File: config.mk
export PLATFORM = sky130hd
export DESIGN_NAME = logic_unit_fifo
export DESIGN_NICKNAME = d
export VERILOG_FILES = /design/src/rtl/logic_unit_fifo.sv
export SDC_FILE = /design/constraint.sdc
export NUM_CORES = 1
export LEC_CHECK = 0
export CAP_MARGIN = 5
export CORE_MARGIN = 2
export CORE_UTILIZATION = 40
export DETAILED_ROUTE_END_ITERATION = 10
export GPL_ROUTABILITY_DRIVEN = 1
export PLACE_DENSITY = 0.6
export RECOVER_POWER = 100
export REMOVE_ABC_BUFFERS = 1
export SLEW_MARGIN = 40
export SYNTH_ARGS = -nofsm -noshare
export SYNTH_HDL_FRONTEND = slang
export SYNTH_SLANG_ARGS = --single-unit
export TNS_END_PERCENT = 20
File: constraint.sdc
create_clock -name clk -period 3.7 [get_ports clk]
set_clock_uncertainty 0.05 [all_clocks]
set_input_delay 0.555 -clock clk [delete_from_list [all_inputs] [get_ports clk]]
set_output_delay 0.555 -clock clk [all_outputs]
set_load 0.03 [all_outputs]
File: src/rtl/logic_unit_fifo.sv
// WIDTH-bit bitwise logic unit (AND/OR/XOR/NOR) whose results are queued in a
// DEPTH-entry result FIFO with valid/ready handshakes on both sides.
module logic_unit_fifo #(
  parameter int WIDTH = 8,
  parameter int DEPTH = 4,
  parameter int CNT_W = $clog2(DEPTH + 1)
) (
  input  logic             clk,
  input  logic             rst_n,
  input  logic             flush,
  input  logic             in_valid,
  output logic             in_ready,
  input  logic [WIDTH-1:0] a,
  input  logic [WIDTH-1:0] b,
  input  logic [1:0]       op,
  output logic             out_valid,
  input  logic             out_ready,
  output logic [WIDTH-1:0] c,
  output logic             c_zero,
  output logic [CNT_W-1:0] count
);

  localparam int PTR_W = (DEPTH > 1) ? $clog2(DEPTH) : 1;
  localparam logic [CNT_W-1:0] FULL_CNT = CNT_W'(DEPTH);

  logic [WIDTH-1:0] mem [DEPTH];
  logic [PTR_W-1:0] wr_ptr;
  logic [PTR_W-1:0] rd_ptr;
  logic [CNT_W-1:0] cnt_q;
  logic [WIDTH-1:0] result;
  logic             push;
  logic             pop;

  always_comb begin
    result = '0;
    case (op)
      2'b00: result = a & b;
      2'b01: result = a | b;
      2'b10: result = a ^ b;
      2'b11: result = ~(a | b);
    endcase
  end

  // Ready is a function of occupancy only, so a pop at full never opens a slot
  // for a push on the same edge.
  assign in_ready  = (cnt_q < FULL_CNT);
  assign out_valid = (cnt_q != '0);
  assign push      = in_valid & in_ready & ~flush;
  assign pop       = out_valid & out_ready & ~flush;

  // Storage is not reset; the output mux below keeps stale entries invisible.
  always_ff @(posedge clk) begin
    if (push) mem[wr_ptr] <= result;
  end

  always_ff @(posedge clk or negedge rst_n) begin
    if (!rst_n) begin
      wr_ptr <= '0;
      rd_ptr <= '0;
      cnt_q  <= '0;
    end else if (flush) begin
      wr_ptr <= '0;
      rd_ptr <= '0;
      cnt_q  <= '0;
    end else begin
      if (push) wr_ptr <= wr_ptr + PTR_W'(1);
      if (pop)  rd_ptr <= rd_ptr + PTR_W'(1);
      if (push && !pop)      cnt_q <= cnt_q + CNT_W'(1);
      else if (!push && pop) cnt_q <= cnt_q - CNT_W'(1);
    end
  end

  assign c      = out_valid ? mem[rd_ptr] : '0;
  assign c_zero = out_valid & (c == '0);
  assign count  = cnt_q;

endmodule
# --- After elaboration in Yosys (flattened, before gate mapping) ---
# Memories as Yosys holds them, arrays and structs flattened.
# Index checks and enable logic that the tools add are counted.
totals:
  reg_bits: 7
  ramBits: 32
  in_bits: 23
  output_inout_bits: 14
  elab_cells: 43
  mem_count: 1
mem_list:
  columns: ["name", "words", "width", "read_ports", "rd_ports_with_merged_regs", "write_ports", "line", "source"]
  rows:
  - ["mem", 4, 8, 1, 0, 1, "26", "logic [WIDTH-1:0] mem [DEPTH];"]
classes:
  addsub: 4
  n_lt_le_gt_ge: 1
  eq_ne: 3
  muxes: 11
  bitwise_logic: 10
  reduce_logical: 10
ops:
  columns: ["cell", "count"]
  rows:
  - ["8-bit case mux with 4 select lines", 1]
  - ["3-bit two-way mux", 3]
  - ["8-bit bitwise AND", 1]
  - ["8-bit logical NOT", 1]
  - ["2-bit two-way mux", 4]
  - ["8-bit two-way mux", 1]
  - ["8-bit inverter", 1]
  - ["8-bit OR", 1]
  - ["8-bit XOR", 1]
  - ["3-bit nonzero test", 2]
  - ["1-bit bitwise AND", 5]
  - ["2-bit by 1-bit adder with 2-bit output (second input constant)", 2]
  - ["2-bit equality test (second input constant)", 2]
  - ["2-bit nonzero test", 2]
  - ["3-bit by 1-bit adder with 3-bit output (second input constant)", 1]
  - ["3-bit less-than comparator (second input constant)", 1]
  - ["3-bit by 1-bit subtractor with 3-bit output (second input constant)", 1]
  - ["2-bit by 1-bit equality test with 1-bit output (second input constant)", 1]
  - ["1-bit logical AND", 2]
  - ["1-bit logical NOT", 2]
  - ["2-bit logical NOT", 1]
  - ["1-bit two-way mux", 2]
  - ["1-bit inverter", 1]

# --- Longest topological paths before layout ---
depth:
  ltp_word: 8
  mapped_depth: 7
  ltp_nobuf: 7

# --- Worst setup path before layout ---
# Ideal clock, no wire load.
synth_timing:
  path_type: "reg-to-output"
  start: "reg rd_ptr[0]"
  end: "out c_zero"
  arrival_time_ps: 1747
  t_required_ps: 3095
  setup_slack_ps: 1348
  stages_incl_launch_ff: 5
  path_buffers: 1
  cell_sequence: "dfrtp_1 buf_6 mux4_2 or3_1 and4bb_1"
synth_via:
  elab_chain_len: 4
synth_lines:
  columns: ["element", "line", "source"]
  rows:
  - ["start: declaration", "28", "logic [PTR_W-1:0] rd_ptr;"]
  - ["start signal: assignment", "67", "if (pop) rd_ptr <= rd_ptr + PTR_W'(1);"]
  - ["memory 4 x 8 bit", null, null]
  - ["8-bit two-way mux", "73", "assign c = out_valid ? mem[rd_ptr] : '0;"]
  - ["8-bit logical NOT", "74", "assign c_zero = out_valid & (c == '0);"]
  - ["1-bit bitwise AND", "74", null]
  - ["end: declaration", "19", "output logic c_zero,"]
# No other way between the ends.

# --- Worst setup path after layout ---
# Same ends and word-level chain as after synthesis.

==> metrics.md <==
| Metric | Value |
|---|---|
| Yosys warning total | 0 |
| 1st-iter DRT viols | 117 |
| Drt first pass iters | 4 |
| Critical path type | reg2out |
| Fin. Hold Viols | 0 |
| Worst-Skew Late Latency | 0.28 ns |
| Tot GR Track Use | 12.89% |
| CTS max path bufs | 2 |
| Crit Path Max Fanout | 10 |
| Startpoint class of the critical path | flop |
| Starting Density | 41.54% |
| Core area | 5507 sq um |
| # DRC | 0 |
| Comb power frac | 42.4% |
| Routability cong. | 0.6901 |
| Final setup TNS | 0 ns |
| Final worst path period need | 3.430 ns |
| Root Driver | clkbuf_8 |
| Final nets | 266 |
| CTS Buf Count | 5 |
| Grt ovf | 0 |
| Total of max-cap violations | 0 |
| Final core occ | 50.90% |
| Pin count of the biggest net entering global routing | 25 |
| Post-DR wirelength/cell | 13.01 um |
| Slowest-stage cell, CP | dlygate4sd3_1 |
| Slew headroom | 52.45% |
| IO Pins | 37 |
| Area growth, synth to finish | 22.54% |
| Max rail drop VDD | 0.2913 mV |
| Internal power | 1.045 mW |
| CP max stage delay | 0.73 ns |
| CTS tree | built |
| IO buf count | 36 |
| Post-CTS setup buffers | 0 |
| Unrepaired setup endpoints after global routing | no |
| Worst-path cell chain | mux4_1 > or3_1 > and4bb_1 > dlygate4sd3_1 |
| Area leader, netlist | edfxtp_1 |
| Post-synthesis cell type count | 33 |
| Flop pwr share | 36.9% |
| Mapped Area | 2287 sq um |
| CP endpoint kind | output port |
| CTS Sinks | 39 |
| DRT antenna net count | 0 |
| Inserted Diodes | 0 |
| Final count of pins violating max slew | 0 |
| Switching pwr | 578.9 uW |
| Post-synth EDFFs | 32 |
| Top_reg_cell synth | edfxtp_1 |
| Die Span X | 79.62 um |
| Reg clk slew, reported paths | 0.08 ns |
| Top post-synthesis cells by count | 32 x edfxtp_1, 21 x inv_1, 20 x ha_1, 18 x nor2b_1 |
| Antenna violations before repair | 0 |
| Die area | 6339 sq um |
| Hold Path Class | reg2reg |
| Req. time, crit path | 3.09 ns |
| Multi-input logic area | 1031 sq um |
| CTS hold repair buffers | 0 |
| First-pass GRT wire length | 6.196 mm |
| Synthesis-stage register bit count | 39 |
| Clk pwr share | 20.7% |
| Post-synthesis average cell area | 12.17 sq um |
| Switch share | 35.65% |
| Resized cells post-CTS | 0 |
| Vias per Instance | 4.782 |
| DRT Wirelength | 3.824 mm |
| Worst Max-Slew Pin Slew | 0.7109 ns |
| Seq/Total Area, Yosys | 49.67% |
| Yosys top cell area share | 42.01% |
| Ys async rst share | 17.95% |
| Part of the cycle the worst path needs | 92.71% |
| Register-to-Register Setup Slack | 1.25 ns |
| Max Clk Rate | 291.5 MHz |
| Count leader, synth | edfxtp_1 |
| Sequential Area | 1136 sq um |
| Cells after Synth | 188 |
| FP Rows | 27 |
| Vias | 1406 |
| Detailed placer's ending HPWL | 2.932 mm |
| Status | finished, final reports clean |
| Finish-stage setup viols | 0 |
| Fillers | 495 |
| Top cells by area, synth | edfxtp_1 42%, ha_1 11%, dfrtp_1 7.7% |
| Vias in the first global route | 1259 |
| Die H | 79.62 um |
| Share of cells above drive strength 1 | 4.955% |
| Pleak | 1.110 nW |
| Critical path arrival | 2.83 ns |
| H-tree depth | 2 |
| PwrDens | 579.4 nW/um^2 |
==> worst paths after layout <==
check	from	end	depth (start not counted)
setup / recovery	rd_ptr[0]	c_zero	4
hold / removal	wr_ptr[1]	wr_ptr[1]	2
setup reg to reg	count[0]	count[1]	6
hold reg to reg	wr_ptr[1]	wr_ptr[1]	2
max in group asynchronous	rst_n	count[1]	1
min in group asynchronous	rst_n	rd_ptr[1]	1
==> critical path, delay by kind of cell, from the launching register on <==
kind                   cells  cell delay, ns
buffers and inverters      1            0.73
multiplexers               1            0.63
AND/OR/NAND/NOR            2            0.55
flip-flops                 1            0.63
==> flip-flops by register name (all words and copies together) (netlist names) <==
register  flops
count         3
mem          32
rd_ptr        2
wr_ptr        2
==> through the flow <==
stage	instances	hold WS, ns	worst slack, ns	cell area [sq um]	power, mW
5_1_grt	294	0.5592	0.09656	2803	1.720
2_1_floorplan	179	0.2094	1.178	2246	1.068
6_report	294	0.5329	0.2696	2803	1.624
4_1_cts	294	0.4962	0.3031	2803	1.671
3_5_place_dp	287	0.5207	0.6178	2696	1.339
3_3_place_gp	287	0.5174	0.6563	2696	1.332
==> power groups by stage <==
stage,sequential [mW],combinational (mW),clock (mW)
5_1_grt,0.607,0.750,0.363
4_1_cts,0.601,0.731,0.339
3_3_place_gp,0.609,0.723,0
3_5_place_dp,0.611,0.728,0
2_1_floorplan,0.618,0.450,0
6_report,0.599,0.689,0.336
==> logic make-up after synthesis <==
group	share of synthesized area, %
buffers and inverters	5.252
AO/OA/AOI/OAI	7.988
AND/OR/NAND/NOR	14.50
flip-flops	49.67
adder cells (fa/ha/maj)	11.82
multiplexers	8.862
XOR/XNOR	1.915
==> layout make-up <==
cell class	count	share of cell area [%]
Clock buffer	5	2.455
Clock inverter	2	1.339
Inverter	21	2.812
Multi-Input combinational cell	119	36.79
Sequential cell	39	40.54
Tap cell	72	3.214
Timing Repair Buffer	36	12.86
==> per-layer routing <==
layer / GRT usage (%) / routed length [um]
met4: 5.172 / 34
met1: 19.03 / 1935
met2: 18.40 / 1644
met3: 2.715 / 210
met5: 0 / 0
==> placed cells by master, fill, tap and decap left out, drive strengths merged, types with 2 or more instances in the layout <==
| cell type | Yosys | layout |
|---|---|---|
| nor2b | 18 | 18 |
| o21bai | 8 | 8 |
| dfrtp | 7 | 7 |
| xnor2 | 3 | 3 |
| nor2 | 6 | 6 |
| mux4 | 8 | 8 |
| inv | 21 | 21 |
| clkbuf | 8 | 5 |
| edfxtp | 32 | 32 |
| nand3 | 2 | 2 |
| nand2b | 2 | 2 |
| nand2 | 2 | 2 |
| dlygate4sd3 | 0 | 18 |
| nor3 | 9 | 9 |
| xor2 | 2 | 2 |
| and2 | 13 | 13 |
| clkdlybuf4s50 | 0 | 18 |
| a21oi | 12 | 12 |
| ha | 20 | 20 |
| or3 | 2 | 2 |
Power figures use the tool's default switching activity.
